===== src/rtl/elink_rx_deframer_if.sv =====
// emesh-side bus of the eLink receive deframer: transaction outputs plus head-of-line wait inputs.
interface elink_rx_deframer_if;
  logic        emesh_access_inb;
  logic        emesh_write_inb;
  logic [1:0]  emesh_datamode_inb;
  logic [3:0]  emesh_ctrlmode_inb;
  logic [31:0] emesh_dstaddr_inb;
  logic [31:0] emesh_srcaddr_inb;
  logic [31:0] emesh_data_inb;
  logic        emesh_wr_wait_outb;
  logic        emesh_rd_wait_outb;

  modport master (
    output emesh_access_inb, emesh_write_inb, emesh_datamode_inb, emesh_ctrlmode_inb,
           emesh_dstaddr_inb, emesh_srcaddr_inb, emesh_data_inb,
    input  emesh_wr_wait_outb, emesh_rd_wait_outb
  );

  modport slave (
    input  emesh_access_inb, emesh_write_inb, emesh_datamode_inb, emesh_ctrlmode_inb,
           emesh_dstaddr_inb, emesh_srcaddr_inb, emesh_data_inb,
    output emesh_wr_wait_outb, emesh_rd_wait_outb
  );
endinterface


===== src/rtl/elink_rx_deframer.sv =====
// eLink receive deframer: two framed 64-bit words -> one emesh transaction via an in-order FIFO.
// Optional ELINK_RX_ERRCNT_EN adds the saturating err_count output.
module elink_rx_deframer #(
  parameter int FIFO_DEPTH  = 8,
  parameter int WAIT_MARGIN = 3
) (
  input  logic                rxi_lclk,
  input  logic                reset_n,
  input  logic [63:0]         rxi_data,
  input  logic [7:0]          rxi_frame,
  output logic                rxo_wr_wait,
  output logic                rxo_rd_wait,
`ifdef ELINK_RX_ERRCNT_EN
  output logic [7:0]          err_count,
`endif
  elink_rx_deframer_if.master emesh
);

  localparam int AW = $clog2(FIFO_DEPTH);
  localparam int CW = AW + 1;
  localparam int EW = 103;

  typedef enum logic [1:0] {
    IDLE   = 2'd0,
    WORD_A = 2'd1,
    PKT_WR = 2'd2
  } state_e;

  state_e          state_q, state_d;
  logic [63:0]     word_a_q;
  logic            frm_ff_s, frm_00_s;
  logic            capture_a_s, capture_b_s, frame_err_s;
  logic [EW-1:0]   pkt_s;
  logic            push_req_s, push_s, drop_s, pop_s, stall_s, full_s, empty_s;
  logic [EW-1:0]   mem_q [FIFO_DEPTH];
  logic [AW-1:0]   wr_ptr_q, rd_ptr_q;
  logic [CW-1:0]   count_q, count_d;
  logic [EW-1:0]   out_q;
  logic            out_valid_q;
  logic            wait_q;
  logic            unused_bits_s;

  assign frm_ff_s = (rxi_frame == 8'hFF);
  assign frm_00_s = (rxi_frame == 8'h00);

  always_ff @(posedge rxi_lclk) begin
    if (!reset_n) begin
      state_q <= IDLE;
    end else begin
      state_q <= state_d;
    end
  end

  // IDLE and PKT_WR both accept a new word A, which is what makes bursts gapless
  always_comb begin
    state_d = IDLE;
    case (state_q)
      IDLE:    if (frm_ff_s) state_d = WORD_A; else state_d = IDLE;
      WORD_A:  if (frm_ff_s) state_d = PKT_WR; else state_d = IDLE;
      PKT_WR:  if (frm_ff_s) state_d = WORD_A; else state_d = IDLE;
      default: state_d = IDLE;
    endcase
  end

  always_comb begin
    capture_a_s = 1'b0;
    capture_b_s = 1'b0;
    frame_err_s = 1'b0;
    case (state_q)
      IDLE, PKT_WR: begin
        capture_a_s = frm_ff_s;
        frame_err_s = !frm_ff_s && !frm_00_s;
      end
      WORD_A: begin
        capture_b_s = frm_ff_s;
        frame_err_s = !frm_ff_s;
      end
      default: begin
        frame_err_s = 1'b0;
      end
    endcase
  end

  always_ff @(posedge rxi_lclk) begin
    if (!reset_n) begin
      word_a_q <= 64'h0;
    end else if (capture_a_s) begin
      word_a_q <= rxi_data;
    end
  end

  // entry = {ctrlmode, datamode, write, dstaddr, srcaddr, data}; access bit gates the push
  assign pkt_s = {word_a_q[63:57], word_a_q[55:24], rxi_data[55:24],
                  word_a_q[23:0], rxi_data[63:56]};

  assign push_req_s = capture_b_s && word_a_q[56];
  assign full_s     = (count_q == CW'(FIFO_DEPTH));
  assign empty_s    = (count_q == {CW{1'b0}});
  assign push_s     = push_req_s && !full_s;
  assign drop_s     = push_req_s && full_s;
  assign stall_s    = out_valid_q && (out_q[96] ? emesh.emesh_wr_wait_outb
                                                : emesh.emesh_rd_wait_outb);
  assign pop_s      = !empty_s && !stall_s;

  always_comb begin
    count_d = count_q;
    case ({push_s, pop_s})
      2'b10:   count_d = count_q + CW'(1);
      2'b01:   count_d = count_q - CW'(1);
      default: count_d = count_q;
    endcase
  end

  always_ff @(posedge rxi_lclk) begin
    if (push_s) begin
      mem_q[wr_ptr_q] <= pkt_s;
    end
  end

  always_ff @(posedge rxi_lclk) begin
    if (!reset_n) begin
      wr_ptr_q <= {AW{1'b0}};
      rd_ptr_q <= {AW{1'b0}};
      count_q  <= {CW{1'b0}};
      wait_q   <= 1'b0;
    end else begin
      if (push_s) wr_ptr_q <= wr_ptr_q + AW'(1);
      if (pop_s)  rd_ptr_q <= rd_ptr_q + AW'(1);
      count_q <= count_d;
      wait_q  <= ((CW'(FIFO_DEPTH) - count_d) <= CW'(WAIT_MARGIN));
    end
  end

  // output register holds while stalled and clears once its entry is taken
  always_ff @(posedge rxi_lclk) begin
    if (!reset_n) begin
      out_valid_q <= 1'b0;
      out_q       <= {EW{1'b0}};
    end else if (pop_s) begin
      out_valid_q <= 1'b1;
      out_q       <= mem_q[rd_ptr_q];
    end else if (!stall_s) begin
      out_valid_q <= 1'b0;
      out_q       <= {EW{1'b0}};
    end
  end

  assign rxo_wr_wait              = wait_q;
  assign rxo_rd_wait              = wait_q;
  assign emesh.emesh_access_inb   = out_valid_q;
  assign emesh.emesh_ctrlmode_inb = out_q[102:99];
  assign emesh.emesh_datamode_inb = out_q[98:97];
  assign emesh.emesh_write_inb    = out_q[96];
  assign emesh.emesh_dstaddr_inb  = out_q[95:64];
  assign emesh.emesh_srcaddr_inb  = out_q[63:32];
  assign emesh.emesh_data_inb     = out_q[31:0];

`ifdef ELINK_RX_ERRCNT_EN
  logic [7:0] err_cnt_q;

  always_ff @(posedge rxi_lclk) begin
    if (!reset_n) begin
      err_cnt_q <= 8'h00;
    end else if ((frame_err_s || drop_s) && (err_cnt_q != 8'hFF)) begin
      err_cnt_q <= err_cnt_q + 8'h01;
    end
  end

  assign err_count     = err_cnt_q;
  assign unused_bits_s = ^rxi_data[23:0];
`else
  assign unused_bits_s = ^{rxi_data[23:0], frame_err_s, drop_s};
`endif

endmodule

===== src/flat_wrapper.sv =====
// flat-port wrapper written by rule: the top's interface ports become plain ports
module elink_rx_deframer_flat 
#(
  parameter int FIFO_DEPTH  = 8,
  parameter int WAIT_MARGIN = 3
)
  (rxi_lclk, reset_n, rxi_data, rxi_frame, rxo_wr_wait, rxo_rd_wait, emesh_emesh_access_inb, emesh_emesh_write_inb, emesh_emesh_datamode_inb, emesh_emesh_ctrlmode_inb, emesh_emesh_dstaddr_inb, emesh_emesh_srcaddr_inb, emesh_emesh_data_inb, emesh_emesh_wr_wait_outb, emesh_emesh_rd_wait_outb);
  elink_rx_deframer_if emesh_i ();
  input  logic rxi_lclk;
  input  logic reset_n;
  input  logic [63:0] rxi_data;
  input  logic [7:0] rxi_frame;
  output logic rxo_wr_wait;
  output logic rxo_rd_wait;
  output wire logic [$bits(emesh_i.emesh_access_inb)-1:0] emesh_emesh_access_inb;
  output wire logic [$bits(emesh_i.emesh_write_inb)-1:0] emesh_emesh_write_inb;
  output wire logic [$bits(emesh_i.emesh_datamode_inb)-1:0] emesh_emesh_datamode_inb;
  output wire logic [$bits(emesh_i.emesh_ctrlmode_inb)-1:0] emesh_emesh_ctrlmode_inb;
  output wire logic [$bits(emesh_i.emesh_dstaddr_inb)-1:0] emesh_emesh_dstaddr_inb;
  output wire logic [$bits(emesh_i.emesh_srcaddr_inb)-1:0] emesh_emesh_srcaddr_inb;
  output wire logic [$bits(emesh_i.emesh_data_inb)-1:0] emesh_emesh_data_inb;
  input wire logic [$bits(emesh_i.emesh_wr_wait_outb)-1:0] emesh_emesh_wr_wait_outb;
  input wire logic [$bits(emesh_i.emesh_rd_wait_outb)-1:0] emesh_emesh_rd_wait_outb;
  assign emesh_emesh_access_inb = emesh_i.emesh_access_inb;
  assign emesh_emesh_write_inb = emesh_i.emesh_write_inb;
  assign emesh_emesh_datamode_inb = emesh_i.emesh_datamode_inb;
  assign emesh_emesh_ctrlmode_inb = emesh_i.emesh_ctrlmode_inb;
  assign emesh_emesh_dstaddr_inb = emesh_i.emesh_dstaddr_inb;
  assign emesh_emesh_srcaddr_inb = emesh_i.emesh_srcaddr_inb;
  assign emesh_emesh_data_inb = emesh_i.emesh_data_inb;
  assign emesh_i.emesh_wr_wait_outb = emesh_emesh_wr_wait_outb;
  assign emesh_i.emesh_rd_wait_outb = emesh_emesh_rd_wait_outb;
  elink_rx_deframer #(.FIFO_DEPTH(FIFO_DEPTH), .WAIT_MARGIN(WAIT_MARGIN)) u_core (.rxi_lclk(rxi_lclk), .reset_n(reset_n), .rxi_data(rxi_data), .rxi_frame(rxi_frame), .rxo_wr_wait(rxo_wr_wait), .rxo_rd_wait(rxo_rd_wait), .emesh(emesh_i));
endmodule

===== config.mk =====
export PLATFORM = sky130hd
export DESIGN_NAME = elink_rx_deframer_flat
export DESIGN_NICKNAME = d
export VERILOG_FILES = /design/src/rtl/elink_rx_deframer_if.sv /design/src/rtl/elink_rx_deframer.sv /design/src/flat_wrapper.sv
export SDC_FILE = /design/constraint.sdc
export NUM_CORES = 1
export LEC_CHECK = 0
export BUFFER_PORTS_ARGS = -buffer_cell sky130_fd_sc_hd__buf_2
export CAP_MARGIN = 20
export CORE_UTILIZATION = 27
export CTS_CLUSTER_DIAMETER = 120
export DETAILED_ROUTE_END_ITERATION = 8
export PLACE_DENSITY_LB_ADDON = 0.05
export RECOVER_POWER = 100
export SLEW_MARGIN = 15
export SYNTH_ARGS = -nofsm -noshare
export SYNTH_HDL_FRONTEND = slang
export SYNTH_SLANG_ARGS = --single-unit

===== constraint.sdc =====
create_clock -name rxi_lclk -period 13.6 [get_ports rxi_lclk]
set_input_delay 0.68 -clock rxi_lclk [delete_from_list [all_inputs] [get_ports rxi_lclk]]
set_output_delay 0.68 -clock rxi_lclk [all_outputs]
set_load 0.05 [all_outputs]

==> results of run 1 <==
layer usage:
layer | up-vias | track usage
met4 | 0 | 0.0350
met5 | - | 0
met3 | 155 | 0.0258
met1 | 9935 | 0.196
met2 | 343 | 0.245
li1 | 8302 | -
path summary, 6_finish.rpt:
check                                           end               start  cells after the start  slack (ns)
worst min-delay path            u_core.word_a_q[19]        rxi_data[19]                      3        0.20
worst max-delay path               u_core.out_q[73]   u_core.count_q[1]                      6        6.75
worst min register to register                 flop  u_core.rd_ptr_q[1]                      2        0.48
worst max register to register     u_core.out_q[73]   u_core.count_q[1]                      6        6.75
synthesized netlist by cell type (2+ instances only):
library cell    n  share of area
a21boi_0       66          0.013
a21oi_1         2        0.00027
and2_1        109          0.018
buf_1          17         0.0017
buf_2          27         0.0036
buf_4           2        0.00040
buf_6           7         0.0021
clkbuf_1       66         0.0066
dfxtp_1       184          0.098
edfxtp_1      824           0.66
ha_1            5         0.0017
mux2i_1       107          0.028
mux4_2        206           0.12
nand2_1       234          0.023
nand3_1         3        0.00040
nand4_1         4        0.00066
nor2_1          4        0.00040
nor2b_1         8         0.0013
nor3_1          4        0.00053
nor3b_1         2        0.00040
nor4_1          3        0.00050
nor4b_1         3        0.00070
o21ai_0        54         0.0072
o21ai_1        49         0.0065
xnor2_1         5         0.0012
xor2_1          3        0.00070
kinds of logic (layout without fill, tap and decap cells):
group / after synthesis / count (layout)
other: 0 / 2
adder cells (fa/ha/maj): 5 / 5
XOR/XNOR: 8 / 8
buffers and inverters: 121 / 439
AND/OR/NAND/NOR: 380 / 380
flip-flops: 1008 / 1008
AO/OA/AOI/OAI: 174 / 174
multiplexers: 314 / 314
report_power, final:
group	total, µW	leakage [µW]	internal (µW)	switching, µW
clock network	3140	0.00192	1850	1290
logic	1090	0.00249	397	692
registers	3440	0.0102	3360	76.8
total	7670	0.0146	5610	2060
flip-flops by register name (all words and copies together), names as in the netlist, named ones only:
name	cells
u_core.count_q	4
u_core.rxo_rd_wait	1
u_core.wr_ptr_q	3
u_core.state_q	2
u_core.rd_ptr_q	3
u_core.out_q	103
u_core.word_a_q	64
u_core.mem_q	824
u_core.emesh.emesh_access_inb	1
worst register-to-register path, stage by stage (launching register included):
cell      delay, ns
dfxtp_1        0.38
nor4_1         0.78
or2_2          0.26
clkbuf_1       2.50
clkbuf_1       2.16
o21ai_0        0.38
and2_0         0.28
layout make-up:
class / count / area [µm²] / area share
clock inverters: 64 / 601 / 0.0135
clock buffers: 159 / 3270 / 0.0737
repair buffers: 214 / 992 / 0.0224
multi-input cells: 881 / 8700 / 0.196
inverters: 2 / 8.76 / 0.000198
flip-flops and latches: 1008 / 28400 / 0.641
diodes: 2 / 5.00 / 0.000113
well taps: 1863 / 2330 / 0.0526
per-stage QoR:
step	hold WS [ns]	worst slack, ns	cell area, µm²
after floorplan	0.467	0.614	37700
after global placement	0.483	9.38	40700
after detailed placement	0.481	9.32	40700
after CTS	0.122	9.83	44600
after global routing	0.140	6.09	44300
final	0.203	6.75	44300
==> summary.txt, run 1 <==
Timing
  • Max Clock Freq: 146 MHz
  • Clock Skew: 0.0244 ns
  • Crit share post-route: 0.503
  • Min Clock Period, post-route: 6.85 ns
  • Slew headroom: -1.68
  • Final Hold Viols: 0
  • Final setup vio count: 0
  • Actual slew at the worst max-slew pin: 4.02 ns
  • Setup TNS: 0 ns
  • Fin. max-slew vios: 681
  • RSZ-0062 raised after global routing: false

Floorplanning
  • Die area: 141000 µm²
  • Top Ports: 182
  • Core outline area: 138000 µm²
  • Die W: 376 µm
  • Initial Util: 0.273
  • Die Y: 376 µm
  • FP Rows: 136

Yosys
  • Post-Synth XOR/XNOR Area: 0.00186
  • Yosys reg bits: 1008
  • Synth Area per Inst: 18.7 µm²
  • Largest family of logic cells by synthesized area: multiplexers
  • Simple logic cell fraction of the synthesized area: 0.0475
  • Netlist Area Pre-Place: 37700 µm²
  • Post-synth EDFFs: 824
  • Syn nets: 2091
  • Multiplexer area fraction after synthesis: 0.152
  • Synth Area in Compound Gates: 0.0278
  • Syn. warnings: 0
  • Area share of fa/ha/maj cells after synthesis: 0.00166
  • Yosys cell types: 38
  • Ys flop type: edfxtp_1
  • Register area share after synthesis: 0.755
  • Synthesized instance count: 2010
  • Asr flop ratio synth: 0

CTS
  • Postcts setup bufs: 0
  • CTS tree: built
  • Resized cells post-CTS: 0
  • CTS Buffer Depth: 3
  • Clock Latency Late Sink: 0.73 ns
  • Total CTS buffers: 117
  • Clk root buf: clkbuf_16
  • Clk slew on worst S/H paths: 0.06 ns
  • Cts hold-fix bufs: 0
  • H-tree levels: 3
  • Clock tree sinks: 1008

Worst setup path
  • Crit-path max FO: 62
  • CP peak stage delay: 2.50 ns
  • Setup crit start kind: flop
  • Crit path DAT: 7.46 ns
  • Critical path capture point type: flop
  • Worst-path cell with the longest stage delay: clkbuf_1
  • Most common cell on crit path: clkbuf_1
  • CP top delay family: buffers and inverters
  • Setup Crit Path Kind: reg2reg
  • Cell Chain, Critical Path: nor4_1, or2_2, clkbuf_1, clkbuf_1, o21ai_0, and2_0
  • WP data required: 14.21 ns
  • Worst path bufs/invs: 2

GRT
  • Global-route wire length before repair: 148000 µm
  • GR Util All Layers: 0.146
  • Grt ovf: 0
  • Vias in the first global route: 20100
  • Initial antenna violation count: 7
  • Largest net degree at the start of global routing: 114

Min path
  • Worst hold path class: in2reg

Place
  • GPL Wtd Cong: 0.676
  • PortBufs: 181
  • Final HPWL DP: 53100 µm
  • Placed Cells: 3967

Finish
  • Fin cells: 4193
  • Area grow syn2layout: 17.7%
  • Layout cell share with drive strength beyond 1: 0.192
  • Fillers: 13300
  • Commonest non-fill, non-tap cell in the layout: edfxtp_1
  • Post-layout util: 0.321
  • Most frequent cells in the layout: 824 x edfxtp_1, 234 x nand2_1, 206 x mux4_2
  • Final nets: 2305

Drt
  • Detailed-routing wirelength on met1: 47000 µm
  • DR pass1 iterations: 5
  • DR WL/cell: 24.5 µm
  • ANT nets after route: 0
  • Vias: 18700
  • Initial DRC count: 1063
  • Vias per inst: 4.47
  • Top routing layer in use: met4
  • # DRC: 0
  • WL met2: 49900 µm
  • Post-Route WL: 103000 µm
  • DR WL met3: 3560 µm

Job
  • Max-Cap Viols: 17

Power
  • Leakage: 0.0146 µW
  • Maximum vdd ir drop: 129 µV
  • Power Total: 7670 µW
  • P per Cell Area: 173 nW/µm²

Status
  • Status: finished with violations
  • Violated checks: capacitance limit, slew limit
Note: power is estimated with default switching activity, not from simulation.
==> run 2, diff against run 1 <==
Clock period 13.6 ns to 6 ns, I/O delays scaled along.
==> summary.txt, run 2 (synthesized netlist as in run 1, its figures left out) <==
Drt
  • DR WL/cell: 23.6 µm
  • DR pass1 iterations: 5
  • # DRC: 0
  • Vias: 19000
  • Initial DRC count: 1024
  • Vias per inst: 4.46
  • ANT nets after route: 0
  • Post-Route WL: 100000 µm

CTS
  • H-tree levels: 3
  • Total CTS buffers: 117
  • Clock Latency Late Sink: 0.70 ns
  • CTS Buffer Depth: 3
  • Clock tree sinks: 1008
  • CTS tree: built
  • Postcts setup bufs: 0
  • Resized cells post-CTS: 0
  • Clk root buf: clkbuf_16
  • Clk slew on worst S/H paths: 0.06 ns

Timing
  • RSZ-0062 raised after global routing: false
  • Final setup vio count: 0
  • Clock Skew: 0.0162 ns
  • Min Clock Period, post-route: 4.75 ns
  • Slew headroom: -1.41
  • Crit share post-route: 0.791
  • Final Hold Viols: 0
  • Max Clock Freq: 211 MHz
  • Fin. max-slew vios: 706
  • Actual slew at the worst max-slew pin: 3.61 ns

GRT
  • Initial antenna violation count: 3
  • GR Util All Layers: 0.143
  • Global-route wire length before repair: 146000 µm
  • Largest net degree at the start of global routing: 104
  • Grt ovf: 0
  • Vias in the first global route: 20400

Floorplanning
  • Die Y: 376 µm
  • Die W: 376 µm
  • Top Ports: 182
  • Die area: 141000 µm²
  • Initial Util: 0.273
  • Core outline area: 138000 µm²
  • FP Rows: 136

Worst setup path
  • Crit-path max FO: 103
  • FF-to-FF setup slack: 1.25 ns
  • Critical path capture point type: flop
  • Crit path DAT: 4.98 ns
  • Setup crit start kind: flop
  • WP data required: 6.23 ns
  • R2R cell count: 7
  • Crit path from: u_core.state_q[0]
  • Setup Crit Path Kind: reg2reg
  • Worst r2r src: u_core.state_q[0]

Finish
  • Design Area, Final: 45200 µm²
  • Largest registers: u_core.mem_q x824, u_core.out_q x103, u_core.word_a_q x64
  • Layout cell share with drive strength beyond 1: 0.189
  • Commonest non-fill, non-tap cell in the layout: edfxtp_1
  • Largest Register: u_core.mem_q
  • Fillers: 13400
  • Most frequent cells in the layout: 824 x edfxtp_1, 235 x nand2_1, 206 x mux4_2
  • Final nets: 2376
  • Post-layout util: 0.327
  • Largest register FFs: 824
  • Area grow syn2layout: 20.0%

Status
  • Status: finished with violations
  • Violated checks: capacitance limit, slew limit

Job
  • Max-Cap Viols: 15

Power
  • Leakage: 0.0150 µW
  • Maximum vdd ir drop: 224 µV
  • P per Cell Area: 388 nW/µm²
  • Power Total: 17500 µW

Min path
  • Hold_sp: reset_n
  • Hold depth: 2
  • Worst hold path class: in2reg

Place
  • GPL Wtd Cong: 0.664
  • PortBufs: 181
  • Final HPWL DP: 52200 µm
  • Area after DPL: 40900 µm²
-- run 2: changes by cell type in the layout (fill, tap and decap cells not counted), moves of 3 or more --
| cell | change |
|---|---|
| buf_12 | +3 |
| clkinv_2 | -15 |
| and2_0 | +14 |
| o21ai_1 | +26 |
| clkbuf_16 | +3 |
| and2_1 | -14 |
| clkbuf_8 | +4 |
| clkbuf_2 | +8 |
| dlygate4sd3_1 | +66 |
| o21ai_0 | -26 |
| bufinv_16 | +3 |
-- run 2: final timing paths --
path,endpoint
max,u_core.mem_q[1][45]
max reg2reg,u_core.mem_q[1][45]
min,u_core.out_q[92]
min reg2reg,flop
-- run 2: final cells by class --
cell class	count	area, µm²	area share
Antenna cell	3	7.51	0.000166
Clock inverter	49	554	0.0123
Multi-Input combinational cell	881	8720	0.193
Sequential cell	1008	28400	0.629
Clock buffer	172	3420	0.0757
Tap cell	1863	2330	0.0516
Inverter	2	8.76	0.000194
Timing Repair Buffer	285	1720	0.0380
-- run 2: power breakdown --
| group | internal, µW | switching (µW) |
|---|---|---|
| Combinational | 946 | 1500 |
| Sequential | 7610 | 195 |
| Clock | 4430 | 2830 |
| Total | 13000 | 4530 |
-- run 2: per-stage QoR --
step	setup slack, ns	hold slack (ns)	TNS (ns)	instances
detailed placement	1.81	0.493	0	3973
finish	1.25	0.0737	0	4263
global placement	1.83	0.477	0	3973
global route	0.785	0.0439	0	4261
CTS	1.80	0.0268	0	4260
floorplan	-1.57	0.399	-322.39	2010
-- run 2: what timing repair did --
action / CTS / global route
endpoints found under the setup margin: 0 / 0
hold buffers: 66 / 0
endpoints found under the hold margin: 381 / 0
-- run 2: critical path, cell delays in order (launching register included) --
cell      delay, ns
dfxtp_1        0.35
inv_1          0.05
nor4_1         0.24
clkbuf_1       0.27
nand3_1        0.11
clkbuf_1       0.27
nor4b_4        0.27
buf_2          2.62
-- run 2: metal layers --
metal  global-route usage  wire (µm)  part of all wire
met1                0.193      46300              0.46
met2                0.237      48700              0.49
met3               0.0264       3350             0.033
met4               0.0347       2040             0.020
met5                    0          0                 0
==> run 3, diff against run 2 <==
Clock period 6 ns to 4.8 ns, I/O delays scaled along.
==> summary.txt, run 3 (synthesized netlist as in run 1, its figures left out) <==
Drt
  • Initial DRC count: 999
  • DR pass1 iterations: 5
  • # DRC: 0
  • DR WL/cell: 23.3 µm
  • Vias per inst: 4.42
  • Vias: 18900
  • ANT nets after route: 0
  • Post-Route WL: 99800 µm

GRT
  • GR Util All Layers: 0.142
  • Grt ovf: 0
  • Initial antenna violation count: 2
  • Vias in the first global route: 20300
  • Largest net degree at the start of global routing: 110
  • Global-route wire length before repair: 145000 µm

CTS
  • Clk root buf: clkbuf_16
  • Total CTS buffers: 118
  • Cts hold-fix bufs: 66
  • Clock Latency Late Sink: 0.71 ns
  • Resized cells post-CTS: 0
  • CTS Buffer Depth: 3
  • CTS tree: built
  • H-tree levels: 3
  • Clock tree sinks: 1008
  • Clk slew on worst S/H paths: 0.05 ns
  • Postcts setup bufs: 0

Worst setup path
  • Worst-path cell with the longest stage delay: clkbuf_1
  • Critical path capture point type: flop
  • Crit path DAT: 3.99 ns
  • Setup Crit Path Kind: reg2reg
  • WP data required: 5.10 ns
  • CP peak stage delay: 1.18 ns
  • Crit-path max FO: 19
  • Worst path bufs/invs: 2
  • Cell Chain, Critical Path: inv_1, nor4_1, nand4_1, nor3_4, clkbuf_1
  • Setup crit start kind: flop
  • CP top delay family: simple AND/OR/NAND/NOR gates

Power
  • Gate power share: 0.142
  • Switching share of power: 0.263
  • P per Cell Area: 481 nW/µm²
  • P_int: 16000 µW
  • Net Sw Power: 5730 µW
  • Leakage: 0.0150 µW
  • Maximum vdd ir drop: 304 µV
  • Portion of total power attributed to the clock network: 0.409
  • Reg power frac: 0.449

Timing
  • Crit share post-route: 0.769
  • Clock Skew: 0.0183 ns
  • Actual slew at the worst max-slew pin: 2.24 ns
  • Fin. max-slew vios: 163
  • RSZ-0062 raised after global routing: false
  • Final setup vio count: 0
  • Final Hold Viols: 0
  • Slew headroom: -0.496
  • Min Clock Period, post-route: 3.69 ns
  • Setup TNS: 0 ns
  • Max Clock Freq: 271 MHz

Place
  • Final HPWL DP: 53200 µm
  • PortBufs: 181
  • GPL Wtd Cong: 0.672
  • Area after DPL: 41200 µm²

Finish
  • Most frequent cells in the layout: 824 x edfxtp_1, 234 x nand2_1, 206 x mux4_2
  • Area grow syn2layout: 20.2%
  • Largest register FFs: 824
  • Final nets: 2389
  • Layout cell share with drive strength beyond 1: 0.195
  • Largest registers: u_core.mem_q x824, u_core.out_q x103, u_core.word_a_q x64
  • Commonest non-fill, non-tap cell in the layout: edfxtp_1
  • Design Area, Final: 45300 µm²
  • Largest Register: u_core.mem_q
  • Fillers: 13300

Floorplanning
  • Die Y: 376 µm
  • Initial Util: 0.273
  • Die W: 376 µm
  • Top Ports: 182
  • Die area: 141000 µm²
  • Core outline area: 138000 µm²
  • FP Rows: 136

Min path
  • Worst hold path class: in2reg

Status
  • Violated checks: capacitance limit, slew limit
  • Status: finished with violations

Job
  • Max-Cap Viols: 4
run 3: layout make-up:
type / instances / area, µm² / share of cell area
clock buffers: 169 / 3300 / 0.0730
inverters: 2 / 8.76 / 0.000193
flip-flops and latches: 1008 / 28400 / 0.628
well taps: 1863 / 2330 / 0.0515
multi-input cells: 881 / 8730 / 0.193
repair buffers: 297 / 1890 / 0.0416
diodes: 1 / 2.50 / 0.0000553
clock inverters: 54 / 587 / 0.0130
run 3: through the flow:
stage               setup WS [ns]  power (µW)  utilization  hold WS, ns  cells
global route                0.719       22700        0.328       0.0730   4274
detailed placement           1.53       13200        0.298        0.490   3985
finish                       1.11       21800        0.328       0.0824   4275
floorplan                  -0.779       12200            -        0.339   2010
CTS                          1.61       22300        0.331      0.00715   4274
global placement             1.53       13200        0.298        0.481   3984
run 3: path summary, 6_finish.rpt:
path | start | to | slack, ns | cells past startpoint
setup / recovery | u_core.state_q[0] | u_core.mem_q[4][24] | 1.11 | 5
hold / removal | rxi_frame[0] | u_core.state_q[1] | 0.08 | 4
hold reg to reg | u_core.rd_ptr_q[1] | flop | 0.49 | 2
setup reg to reg | u_core.state_q[0] | u_core.mem_q[4][24] | 1.11 | 5
run 3: power groups by stage:
stage	Sequential, µW	Combinational (µW)	Clock [µW]
after floorplan	10200	2050	0
after global placement	9960	3260	0
after detailed placement	9960	3260	0
after CTS	9780	3310	9240
after global routing	9810	3370	9530
final	9770	3100	8900
run 3: metal layers:
metal  vias up  track usage  share of wire
li1       8455            -              -
met4         2       0.0336          0.019
met5         -            0        0.00017
met3       142       0.0246          0.032
met1     10000        0.195           0.47
met2       296        0.234           0.48
run 3: worst reg2reg max path: cells and delay by family (launching register included):
kind | cells | cell delay, ns
AND/OR/NAND/NOR | 3 | 1.66
buffers and inverters | 2 | 1.24
flip-flops | 1 | 0.36
